### src/rtl/axis_packet_fifo.sv
`default_nettype none
// ============================================================================
//  Module      : axis_packet_fifo
//  Description : AXI-Stream FIFO for multi-word beats with a last flag.
//                Streaming (cut-through) or packet (store-and-forward) mode,
//                with beat and complete-packet occupancy reporting.
//  Revision    : 1.0 - initial release
// ============================================================================
module axis_packet_fifo #(
  parameter  int WORD_W         = 8,
  parameter  int BUS_W          = 8,
  parameter  int DEPTH          = 16,
  parameter  int PACKET_MODE    = 0,
  localparam int WORDS_PER_BEAT = BUS_W / WORD_W,
  localparam int CNT_W          = $clog2(DEPTH) + 1
) (
  input  logic                                  clk,
  input  logic                                  rst,
  input  logic                                  s_valid,
  output logic                                  s_ready,
  input  logic [WORDS_PER_BEAT-1:0][WORD_W-1:0] s_data,
  input  logic                                  s_last,
  output logic                                  m_valid,
  input  logic                                  m_ready,
  output logic [WORDS_PER_BEAT-1:0][WORD_W-1:0] m_data,
  output logic                                  m_last,
  output logic [CNT_W-1:0]                      count,
  output logic [CNT_W-1:0]                      pkt_count
);

  localparam int               c_IDX_W = $clog2(DEPTH);
  localparam logic [CNT_W-1:0] c_ONE   = CNT_W'(1);

  // Storage entry layout: {last, data}
  logic [BUS_W:0]     r_mem [DEPTH];
  logic [CNT_W-1:0]   r_wr_ptr;
  logic [CNT_W-1:0]   r_rd_ptr;
  logic [CNT_W-1:0]   r_pkt_cnt;
  logic [BUS_W:0]     w_head;
  logic               w_empty;
  logic               w_full;
  logic               w_push;
  logic               w_pop;

  assign w_empty = (r_wr_ptr == r_rd_ptr);
  assign w_full  = (r_wr_ptr[c_IDX_W-1:0] == r_rd_ptr[c_IDX_W-1:0]) &&
                   (r_wr_ptr[CNT_W-1] != r_rd_ptr[CNT_W-1]);

  // Ready depends only on stored state and reset, never on m_ready, so a
  // full FIFO refuses a push even when a pop happens in the same cycle.
  assign s_ready = !w_full && !rst;
  assign w_push  = s_valid && s_ready;
  assign w_pop   = m_valid && m_ready;

  // First-word-fall-through head entry
  assign w_head    = r_mem[r_rd_ptr[c_IDX_W-1:0]];
  assign m_last    = w_head[BUS_W];
  assign m_data    = w_head[BUS_W-1:0];
  assign count     = r_wr_ptr - r_rd_ptr;
  assign pkt_count = r_pkt_cnt;

  // Beat storage write; contents need no reset since pointers gate visibility
  always_ff @(posedge clk) begin
    if (w_push) begin
      r_mem[r_wr_ptr[c_IDX_W-1:0]] <= {s_last, s_data};
    end
  end

  // Read/write pointers, wrapping naturally at 2*DEPTH
  always_ff @(posedge clk) begin
    if (rst) begin
      r_wr_ptr <= '0;
      r_rd_ptr <= '0;
    end else begin
      if (w_push) r_wr_ptr <= r_wr_ptr + c_ONE;
      if (w_pop)  r_rd_ptr <= r_rd_ptr + c_ONE;
    end
  end

  // Complete-packet counter: a last beat in and a last beat out cancel
  always_ff @(posedge clk) begin
    if (rst) begin
      r_pkt_cnt <= '0;
    end else begin
      case ({w_push && s_last, w_pop && m_last})
        2'b10:   r_pkt_cnt <= r_pkt_cnt + c_ONE;
        2'b01:   r_pkt_cnt <= r_pkt_cnt - c_ONE;
        default: r_pkt_cnt <= r_pkt_cnt;
      endcase
    end
  end

  generate
    if (PACKET_MODE != 0) begin : g_packet
      // Draining tracker: once a packet starts leaving, the rest of it
      // follows cut-through. This is what lets a packet longer than DEPTH
      // escape after the FIFO fills instead of deadlocking.
      localparam logic [0:0] c_ST_HOLD  = 1'b0;
      localparam logic [0:0] c_ST_DRAIN = 1'b1;

      logic [0:0] r_state;
      logic [0:0] w_state_nxt;
      logic       w_draining;

      // State register
      always_ff @(posedge clk) begin
        if (rst) r_state <= c_ST_HOLD;
        else     r_state <= w_state_nxt;
      end

      // Next state: enter on a non-last pop, leave on the last-beat pop
      always_comb begin
        w_state_nxt = r_state;
        case (r_state)
          c_ST_HOLD:  if (w_pop && !m_last) w_state_nxt = c_ST_DRAIN;
          c_ST_DRAIN: if (w_pop &&  m_last) w_state_nxt = c_ST_HOLD;
          default:    w_state_nxt = c_ST_HOLD;
        endcase
      end

      // Output decode: release a beat when a whole packet is stored, the
      // FIFO is full, or a packet is already partway out
      always_comb begin
        w_draining = (r_state == c_ST_DRAIN);
        m_valid    = !w_empty && (w_draining || (r_pkt_cnt != '0) || w_full);
      end
    end else begin : g_stream
      assign m_valid = !w_empty;
    end
  endgenerate

endmodule
`default_nettype wire

### config.mk
export PLATFORM = sky130hd
export DESIGN_NAME = axis_packet_fifo
export DESIGN_NICKNAME = d
export VERILOG_FILES = /design/src/rtl/axis_packet_fifo.sv
export SDC_FILE = /design/constraint.sdc
export NUM_CORES = 1
export LEC_CHECK = 0
export ABC_AREA = 1
export BUFFER_PORTS_ARGS = -buffer_cell sky130_fd_sc_hd__buf_2
export CORE_MARGIN = 2
export CORE_UTILIZATION = 55
export DETAILED_ROUTE_END_ITERATION = 10
export PLACE_DENSITY = 0.73
export SLEW_MARGIN = 15
export SYNTH_ARGS = -nofsm -noshare
export SYNTH_HDL_FRONTEND = slang
export SYNTH_SLANG_ARGS = --single-unit
### constraint.sdc
create_clock -name clk -period 2.9 [get_ports clk]
set_input_delay 0 -clock clk [delete_from_list [all_inputs] [get_ports clk]]
set_output_delay 0 -clock clk [all_outputs]
set_load 0.01 [all_outputs]
# Yosys cells after proc, flatten, opt, wreduce, memory -nomap -nowiden
# Memory sizes are Yosys's and may differ from the RTL's. A register that Yosys moved wholly into a read port is not among the register bits.
# Cells that the tools add are included.
# word_totals
word_cells	29
regBits	15
memories	1
ram_bits	144
out_inout_bits	21
input_bits	13
# op_classes
n_reduce_logical	10
add_sub_neg	5
n_eq_ne	5
n_mux	5
# mem_list
name	words	width	read_ports	rd_ports_with_merged_regs	write_ports	line	text
r_mem	16	9	1	1	1	35	logic [BUS_W:0] r_mem [DEPTH];
# ops
cell	n
adder 5 x 1 -> 5 bit (second input constant)	3
one-hot mux 5 bit (2 select lines)	1
two-way mux 4 bit	2
logical AND 1 bit	6
== test 5 bit	1
subtractor 5 x 1 -> 5 bit (second input constant)	1
subtractor 5 bit	1
== test 4 bit	1
zero test 1 bit	3
== test 2 x 1 -> 1 bit (second input constant)	1
== test 2 bit (second input constant)	1
two-way mux 1 bit	2
nonzero test 2 bit	1
inequality test 1 bit	1

# Logic depth before layout (Yosys ltp)
# Gate-level depths: netlist of the first run.
# depth
word_depth	8
depth_mapped	19
ltp_nobuf	17

# Worst setup path after synthesis of the first run
# Ideal clock, no wire load.
# synth_timing
path_kind	register -> register
start	reg r_wr_ptr[0]
end	reg r_pkt_cnt[4] (netlist: pkt_count[4])
synth_period_minus_slack_ns	2.479
n_path_buf	0
path_slack_ns	0.421
arrival_ns	2.408
required_time_ns	2.830
setup_ns	0.070
stages_incl_launch_ff	17
path_cell_list	dfxtp_1 > inv_1 > ha_1 > nand2_1 > nor2_2 > nand2_1 > nand3_4 > inv_2 > nand2_1 > ha_1 > ha_1 > or2_2 > nand2_1 > nand2_1 > nand2_1 > nand2_1 > a21oi_1
# synth_via
elab_chain_cells	8
word_cells_on_any_way	14
classes_between	eq/ne: 4; mux: 1; reduce/logical: 9
# synth_rtl
element	line	text
start: declaration	36	logic [CNT_W-1:0] r_wr_ptr;
start signal: assignment	75	if (w_push) r_wr_ptr <= r_wr_ptr + c_ONE;
== test 4 bit	46	assign w_full = (r_wr_ptr[c_IDX_W-1:0] == r_rd_ptr[c_IDX_W-1:0]) &&
logical AND 1 bit	46	
zero test 1 bit	51	assign s_ready = !w_full && !rst;
logical AND 1 bit	51	
logical AND 1 bit	52	assign w_push = s_valid && s_ready;
logical AND 1 bit	85	case ({w_push && s_last, w_pop && m_last})
== test 2 x 1 -> 1 bit / == test 2 bit (equally long branches)	85	
one-hot mux 5 bit (2 select lines) / nonzero test 2 bit (equally long branches)	-	
end signal: assignment	86	2'b10: r_pkt_cnt <= r_pkt_cnt + c_ONE;
end signal: assignment	87	2'b01: r_pkt_cnt <= r_pkt_cnt - c_ONE;
end signal: assignment	88	default: r_pkt_cnt <= r_pkt_cnt;
end: declaration	38	logic [CNT_W-1:0] r_pkt_cnt;
# Parallel ways exist; a longest one is shown, timed or not.
# A chain may end at the register's enable or synchronous reset.

# Worst setup path after layout of the first run
# layout_timing
start	reg r_rd_ptr[2]
end	reg r_pkt_cnt[4] (netlist: pkt_count[4])
# layout_via
elab_chain_cells	8
word_cells_on_any_way	14
classes_between	eq/ne: 4; mux: 1; reduce/logical: 9
# layout_rtl
element	line	text
start: declaration	37	logic [CNT_W-1:0] r_rd_ptr;
start signal: assignment	76	if (w_pop) r_rd_ptr <= r_rd_ptr + c_ONE;
== test 4 bit	46	
logical AND 1 bit	46	
zero test 1 bit	51	
logical AND 1 bit	51	
logical AND 1 bit	52	
logical AND 1 bit	85	
== test 2 x 1 -> 1 bit / == test 2 bit (equally long branches)	85	
one-hot mux 5 bit (2 select lines) / nonzero test 2 bit (equally long branches)	-	
# Parallel ways exist; a longest one is shown, timed or not.

==> results.json, run 1 <==
{
  "routed_via_density": 5.55,
  "r2r_cells": 16,
  "antenna_cells": 0,
  "hold_viol": 0,
  "numClockSinks": 163,
  "fp.coreArea_um2": 12500,
  "finalInstanceArea_um2": 8190,
  "dr_total_vias": 4926,
  "drt_wl_total_um": 16000,
  "synth_cells": 631,
  "fin_cells": 888,
  "slew_violations": 0,
  "dieArea_um2": 13600,
  "max_freq_ghz": 0.379,
  "grt_pass1_wl_um": 24400,
  "outcome": "finished clean",
  "power.density_nw_per_um2": 719,
  "crit_arrival_ps": 2990,
  "syn_avg_cell_area_um2": 11.0,
  "initial_utilization": 0.559,
  "worstMarginPinSlew_ps": 472,
  "critPathLaunch": "r_rd_ptr[2]",
  "seq_area_frac_synth": 0.675,
  "dp_hpwl_um": 9920,
  "min_from": "m_ready",
  "crit_path_max_fanout": 8,
  "wl_per_cell_um": 18.0,
  "cp-start-kind": "flip-flop",
  "p_comb_frac": 0.166,
  "gp_congestion": 0.896,
  "syn2layout_area_growth_pct": 17.6,
  "synth_cell_type_count": 28,
  "grt.total_usage": 0.247,
  "finalSetupViolCount": 0,
  "irDropWorstVdd_v": 0.000435,
  "final_util": 0.657,
  "multi_input_area_um2": 1970,
  "r2r_setup_slack_ps": 260,
  "period_share": 0.909,
  "firstDrtPassIters": 5,
  "hp-class": "input port to flip-flop",
  "hold-worst-slack_ps": 470,
  "clock-root-buffer": "clkbuf_16",
  "placed_cell_area_um2": 7430,
  "rows": 41,
  "min_period_ps": 2640,
  "rsz0062_at_grt": "false",
  "sw_frac_of_total": 0.259,
  "io_buffer_count": 33,
  "regArea_um2": 4710,
  "cts_buffers": 17,
  "fp.dieW_um": 117,
  "leakagePower_nw": 3.07,
  "final_antenna_net_count": 0,
  "overflow": 0,
  "fill_cells": 961,
  "tns_ps": 0,
  "synthesis.nets": 659,
  "critPathKind": "flip-flop to flip-flop",
  "grt_pass1_vias": 4675,
  "r2r_end": "pkt_count[4]",
  "drtIter0Drc": 538,
  "skew_ps": 7.15,
  "slew_headroom": 0.685,
  "die_h_um": 117,
  "grt_max_degree": 46,
  "antenna_found_initial": 0,
  "post-place-cells": 842,
  "worstPathRequired_ps": 3260,
  "clk_latency_ps": 430,
  "p_int_mw": 4.37,
  "drive_above_1_share": 0.151,
  "nNetsFinal": 732,
  "power_switching_mw": 1.52,
  "clk_path_buf_depth": 2,
  "yosysWarningCount": 0,
  "p_clk_frac": 0.386,
  "whs_path_depth": 5,
  "path_clk_slew_ps": 60,
  "max_cap_viol_count": 0,
  "synth_seq_cells": 163,
  "pin_count": 34,
  "cts_tree": "done",
  "r2r_start": "r_rd_ptr[2]",
  "syn_area_um2": 6970,
  "seq_power_share": 0.447,
  "cts-htree-levels": 4,
  "hold_end": "r_rd_ptr[4]",
  "drcViolationCount": 0,
  "end_kind": "flip-flop"
}
[timing repair]
action	in CTS	in global routing
resized for setup	0	5
endpoints found under the setup margin	0	3
setup buffers	0	1
hold endpoints to repair	154	0
hold buffers	14	0
[synth_stat cells (all sizes together)]
| library cell | n | area share |
|---|---|---|
| edfxtp | 144 | 0.62 |
| nor2 | 143 | 0.077 |
| nand2 | 76 | 0.041 |
| nand3 | 71 | 0.053 |
| o21ai | 65 | 0.047 |
| inv | 32 | 0.018 |
| buf | 19 | 0.020 |
| dfxtp | 19 | 0.055 |
| a21oi | 14 | 0.010 |
| ha | 13 | 0.023 |
| clkbuf | 10 | 0.0054 |
| xor2 | 9 | 0.011 |
| o211ai | 6 | 0.0065 |
| nor3 | 3 | 0.0022 |
| clkinv | 2 | 0.0011 |
| fa | 2 | 0.0057 |
| nand4 | 1 | 0.00090 |
| or2 | 1 | 0.00090 |
| xnor2 | 1 | 0.0013 |
[layout make-up]
type	instances	area share
inverter	34	0.0162
clock inverter	13	0.0203
clock buffer	18	0.0524
multi-input combinational	405	0.240
timing repair buffer	83	0.0703
tap	172	0.0263
sequential	163	0.575
[how the worst max path moves through the flow]
| stage | end | cells past startpoint |
|---|---|---|
| final | pkt_count[4] | 16 |
| after global routing | pkt_count[3] | 16 |
| after CTS | pkt_count[4] | 16 |
| after detailed placement | pkt_count[4] | 16 |
| after global placement | pkt_count[4] | 16 |
| after floorplan | pkt_count[4] | 16 |
[layout by cell type (no fill, tap or decap), drive strengths merged, types with 2 or more instances in the layout]
cell type / netlist / routed
fa: 2 / 2
nand2: 76 / 76
edfxtp: 144 / 144
o211ai: 6 / 6
bufinv: 0 / 4
inv: 32 / 32
dfxtp: 19 / 19
clkbuf: 10 / 18
buf: 19 / 69
nor2: 143 / 143
xor2: 9 / 9
ha: 13 / 13
dlygate4sd3: 0 / 14
clkinv: 2 / 10
a21oi: 14 / 14
o21ai: 65 / 65
nand3: 71 / 71
nor3: 3 / 3
[through the flow]
stage                     power (mW)  setup slack [ps]
after floorplan                 3.36               421
after global placement          3.61               206
after detailed placement        3.64              93.7
after CTS                       5.91              81.5
after global routing            6.13              30.2
final                           5.89               264
[worst max-delay path, stage by stage, from the launching register on]
cell	delay (ps)
dfxtp_2	360
inv_1	50
ha_1	340
nand2_1	130
nor2_2	60
nand2_1	120
nand3_4	120
inv_4	110
nand2_1	110
ha_4	220
ha_1	290
or2_2	310
nand2_1	70
nand2_1	40
nand2_1	60
nand2_1	50
a21oi_1	120
[flip-flops by register name (all words and copies together), names as in the netlist, named ones only]
name / count
r_rd_ptr: 5
r_mem: 144
r_wr_ptr: 5
pkt_count: 5
[per-layer routing]
layer,wire [um],vias to the layer above,GRT usage
met3,972,27,0.0535
met5,0,-,0
met2,7800,200,0.404
li1,-,2326,-
met4,350,0,0.0988
met1,6850,2373,0.326
[power groups by stage]
| stage | Sequential [mW] | Clock [mW] | Combinational [mW] |
|---|---|---|---|
| 2_1_floorplan | 2.67 | 0 | 0.686 |
| 6_report | 2.64 | 2.28 | 0.979 |
| 4_1_cts | 2.64 | 2.30 | 0.973 |
| 3_5_place_dp | 2.68 | 0 | 0.954 |
| 5_1_grt | 2.64 | 2.39 | 1.10 |
| 3_3_place_gp | 2.68 | 0 | 0.930 |
[kinds of logic after synthesis]
logic type                 count (synthesis)  share of synthesized area
xor gates and xnor gates                  10                     0.0126
DFF                                      163                      0.675
adders and majority gates                 15                     0.0291
buffers and inverters                     63                     0.0442
AOI/OAI and AO/OA                         85                     0.0632
and+or+nand+nor                          295                      0.176
Note: power is estimated with default switching activity, not from simulation.
==> run 2, diff against run 1 <==
--- a/constraint.sdc
+++ b/constraint.sdc
@@ -3,2 +3,2 @@
 set_output_delay 0 -clock clk [all_outputs]
-set_load 0.01 [all_outputs]
+set_load 0.02 [all_outputs]
==> run 2 against run 1 <==
Wire length down 0.24%. Die area unchanged. Combinational power up 6%. Register-to-register slack better by 60 ps. Sequential power about the same. Critical path depth unchanged.
==> results.json, run 2 (synthesis results as in run 1) <==
{
  "fp.dieW_um": 117,
  "rows": 41,
  "syn2layout_area_growth_pct": 17.5,
  "nNetsFinal": 731,
  "fp.coreArea_um2": 12500,
  "path_clk_slew_ps": 60,
  "clk_path_buf_depth": 2,
  "hold_viol": 0,
  "tns_ps": 0,
  "drive_above_1_share": 0.149,
  "worstMarginPinSlew_ps": 478,
  "critPathKind": "flip-flop to flip-flop",
  "dr_total_vias": 4903,
  "cp-start-kind": "flip-flop",
  "dp_hpwl_um": 9970,
  "worstPathRequired_ps": 3260,
  "crit_slowest_cell": "dfxtp_2",
  "grt_pass1_wl_um": 24700,
  "cts_tree": "done",
  "numClockSinks": 163,
  "hp-class": "input port to flip-flop",
  "post-place-cells": 841,
  "final_cell_mix": "edfxtp_1 (144), nor2_1 (142), nand2_1 (75)",
  "final_common_cell": "edfxtp_1",
  "slew_violations": 0,
  "power.density_nw_per_um2": 728,
  "max_stage_delay_ps": 370,
  "skew_ps": 6.41,
  "crit_arrival_ps": 2930,
  "pin_count": 34,
  "period_share": 0.887,
  "grt_pass1_vias": 4698,
  "grt_max_degree": 46,
  "slew_headroom": 0.681,
  "routed_via_density": 5.52,
  "largest_reg_flops": 144,
  "drcViolationCount": 0,
  "drt_wl_total_um": 15900,
  "initial_utilization": 0.559,
  "max_cap_viol_count": 0,
  "cts-htree-levels": 4,
  "place_ws_ps": 107,
  "finalSetupViolCount": 0,
  "gp_congestion": 0.923,
  "firstDrtPassIters": 6,
  "final_antenna_net_count": 0,
  "post-route-worst-setup-slack_ps": 329,
  "leakagePower_nw": 3.07,
  "outcome": "finished clean",
  "clock-root-buffer": "clkbuf_16",
  "crit_chain": "inv_1 -> ha_1 -> nand2_1 -> nor2_2 -> nand2_1 -> nand3_4 -> inv_4 -> nand2_1 -> ha_4 -> ha_1 -> or2_2 -> nand2_1 -> nand2_1 -> nand2_1 -> nand2_1 -> a21oi_1",
  "rsz0062_at_grt": "false",
  "final_util": 0.657,
  "overflow": 0,
  "max_freq_ghz": 0.389,
  "hold-worst-slack_ps": 466,
  "crit_top_cell": "nand2_1",
  "antenna_cells": 0,
  "dieArea_um2": 13600,
  "crit_path_max_fanout": 8,
  "die_h_um": 117,
  "cts_buffers": 17,
  "irDropWorstVdd_v": 0.000436,
  "wl_per_cell_um": 17.9,
  "drtIter0Drc": 528,
  "io_buffer_count": 33,
  "antenna_found_initial": 0,
  "clk_latency_ps": 430,
  "fin_cells": 888,
  "end_kind": "flip-flop",
  "grt.total_usage": 0.251,
  "min_period_ps": 2570
}
==> run 2: cell count changes in the layout (fill, tap and decap cells not counted), sizes merged <==
cell	delta
clkbuf	+1
clkinv	-1
clkinvlp	+1
buf	-1
==> run 2: final timing paths <==
kind	startpoint	endpoint	slack, ps	cells past startpoint
worst min-delay path	rst	r_wr_ptr[3]	470	3
worst min register to register	r_rd_ptr[4]	r_rd_ptr[4]	480	2
worst max-delay path	r_wr_ptr[0]	pkt_count[4]	330	16
worst max register to register	r_wr_ptr[0]	pkt_count[4]	330	16
==> run 2: power breakdown <==
part	leakage (nW)	internal (mW)	switching, mW	total [mW]
registers	1.45	2.59	0.0459	2.64
logic	1.33	0.354	0.682	1.04
clock network	0.287	1.42	0.863	2.28
==> run 2: repair_timing <==
action | CTS | global route
endpoints found under the hold margin | 155 | 0
hold buffers | 14 | 0
gates resized for setup | 0 | 5
setup buffers | 0 | 1
endpoints found under the setup margin | 0 | 2
==> run 2: final cells by class <==
cell class	instances	area, um2
Sequential cell	163	4710
Fill cell	956	4280
Multi-Input combinational cell	405	1970
Timing Repair Buffer	82	568
Clock buffer	19	433
Tap cell	172	215
Clock inverter	13	165
Inverter	34	133
==> run 2: layer usage <==
metal,part of all wire,wire length (um),global-route usage
met5,0,0,0
met4,0.039,623,0.148
met3,0.072,1150,0.0571
met2,0.48,7580,0.386
met1,0.41,6580,0.329
==> run 2: critical path: cells and delay by family, from the launching register on <==
family                     cells  cell delay (ps)
AOI/OAI and AO/OA              1              110
DFF                            1              370
and+or+nand+nor               10              990
adders and majority gates      3              820
buffers and inverters          2              210
==> run 2: metrics by stage <==
stage	cell area, um2	total power, mW
2_1_floorplan	6970	3.43
3_3_place_gp	7420	3.68
3_5_place_dp	7420	3.70
4_1_cts	8160	5.97
5_1_grt	8190	6.21
6_report	8190	5.96
==> run 3, diff against run 2 <==
Settings changed: CORE_UTILIZATION 55 to 38, PLACE_DENSITY 0.73 to unset, SKIP_CTS_REPAIR_TIMING set to 1.
Clock period 2.9 ns to 3.27 ns, I/O delays scaled along.
==> run 3 against run 2 <==
Wire length is 1.4% higher. Via count down 3.1%. Critical endpoint unchanged. Clock-buffer cell count grew 2. Final area decreased by 1.2%. Fmax is 7.1% lower. Hold slack lost 15 ps. First-iteration DRC count down 36%. Critical path depth down 1.
==> results.json, run 3 (synthesis results as in run 1) <==
{
  "grt.total_usage": 0.171,
  "drive_above_1_share": 0.132,
  "die_h_um": 139,
  "final_util": 0.450,
  "firstDrtPassIters": 6,
  "cts_buffers": 17,
  "pin_count": 34,
  "end_kind": "flip-flop",
  "hp-class": "input port to flip-flop",
  "wl_per_cell_um": 17.3,
  "max_stage_delay_ps": 490,
  "fill_cells": 1642,
  "clk_path_buf_depth": 2,
  "dieArea_um2": 19400,
  "crit_chain": "ha_1 -> nand2_1 -> nor2_2 -> nand2_1 -> nand3_4 -> inv_2 -> nand2_1 -> ha_1 -> ha_1 -> or2_2 -> nand2_1 -> nand2_1 -> nand2_1 -> nand2_1 -> a21oi_1",
  "fp.coreArea_um2": 18000,
  "cts_tree": "done",
  "tns_ps": 0,
  "worstPathRequired_ps": 3640,
  "irDropWorstVdd_v": 0.000426,
  "nNetsFinal": 720,
  "outcome": "finished clean",
  "overflow": 0,
  "drcViolationCount": 0,
  "fp.dieW_um": 139,
  "syn2layout_area_growth_pct": 16.1,
  "hold_viol": 0,
  "max_cap_viol_count": 0,
  "hold-worst-slack_ps": 451,
  "skew_ps": 11.1,
  "grt_max_degree": 51,
  "cts-htree-levels": 4,
  "clk_latency_ps": 430,
  "slew_headroom": 0.642,
  "grt_pass1_vias": 4495,
  "crit_slowest_cell": "dfxtp_1",
  "r2r_start": "r_wr_ptr[2]",
  "final_common_cell": "edfxtp_1",
  "clock-root-buffer": "clkbuf_16",
  "r2r_cells": 15,
  "cp-start-kind": "flip-flop",
  "numClockSinks": 163,
  "power.density_nw_per_um2": 624,
  "grt_pass1_wl_um": 25000,
  "antenna_found_initial": 0,
  "r2r_setup_slack_ps": 500,
  "path_clk_slew_ps": 60,
  "gp_congestion": 0.906,
  "whs_path_depth": 4,
  "p_total_mw": 5.05,
  "final_cell_mix": "edfxtp_1 (144), nor2_1 (142), nand2_1 (75)",
  "r2r_end": "pkt_count[4]",
  "rsz0062_at_grt": "false",
  "initial_utilization": 0.388,
  "crit_arrival_ps": 3130,
  "max_freq_ghz": 0.361,
  "largest_reg_flops": 144,
  "leakagePower_nw": 2.97,
  "min_from": "s_valid",
  "finalSetupViolCount": 0,
  "antenna_cells": 0,
  "drtIter0Drc": 336,
  "io_buffer_count": 33,
  "crit_path_max_fanout": 10,
  "worstMarginPinSlew_ps": 537,
  "crit_top_cell": "nand2_1",
  "hold_end": "r_wr_ptr[2]",
  "dp_hpwl_um": 9920,
  "critPathKind": "flip-flop to flip-flop",
  "slew_violations": 0,
  "final_antenna_net_count": 0,
  "drt_wl_total_um": 16200,
  "routed_via_density": 5.08,
  "rows": 49,
  "min_period_ps": 2770,
  "dr_total_vias": 4749,
  "period_share": 0.846
}
==> run 3: changes by cell type in the layout (fill, tap and decap cells not counted), moves of 2 or more <==
cell	previous run	this run
bufinv_16	4	1
clkbuf_1	2	4
buf_4	35	25
dfxtp_2	3	1
dfxtp_1	16	18
==> run 3: area by class of cell <==
class	instances	area [um2]	share of cell area
sequential	163	4710	0.582
multi-input combinational	405	1950	0.242
timing repair buffer	71	483	0.0597
clock buffer	21	440	0.0545
tap	229	287	0.0354
inverter	34	130	0.0161
clock inverter	11	87.6	0.0108
==> run 3: worst max path at each step <==
stage	slack [ps]	start	cells after the start	end
after floorplan	730	r_wr_ptr[0]	15	pkt_count[4]
after global placement	620	r_wr_ptr[2]	15	pkt_count[4]
after detailed placement	540	r_wr_ptr[2]	15	pkt_count[4]
after CTS	510	r_wr_ptr[2]	15	pkt_count[4]
after global routing	290	r_wr_ptr[0]	16	pkt_count[3]
final	500	r_wr_ptr[2]	15	pkt_count[4]
==> run 3: metal layers <==
metal  vias to the layer above  routed length (um)  global-route usage
met5                         -                   0                   0
met2                       149                7690               0.269
met3                        28                 942              0.0409
li1                       2291                   -                   -
met1                      2281                7160               0.232
met4                         0                 376              0.0649
==> run 3: worst max-delay path, delay by kind of cell, from the launching register on <==
family | cells | cell delay, ps
and+or+nand+nor | 10 | 1010
AOI/OAI and AO/OA | 1 | 110
adders and majority gates | 3 | 930
buffers and inverters | 1 | 160
DFF | 1 | 490
==> run 3: power by group <==
group	leakage, nW	switching (mW)	total, mW	internal (mW)
clock network	0.250	0.774	1.81	1.04
logic	1.27	0.608	0.907	0.298
registers	1.45	0.0346	2.33	2.30
total	2.97	1.42	5.05	3.63
==> run 3: through the flow <==
step	instances	setup slack, ps	cell area (um2)
final	934	504	8090
after CTS	921	512	7960
after floorplan	631	726	6970
after global routing	934	285	8090
after detailed placement	889	540	7430
after global placement	889	622	7430
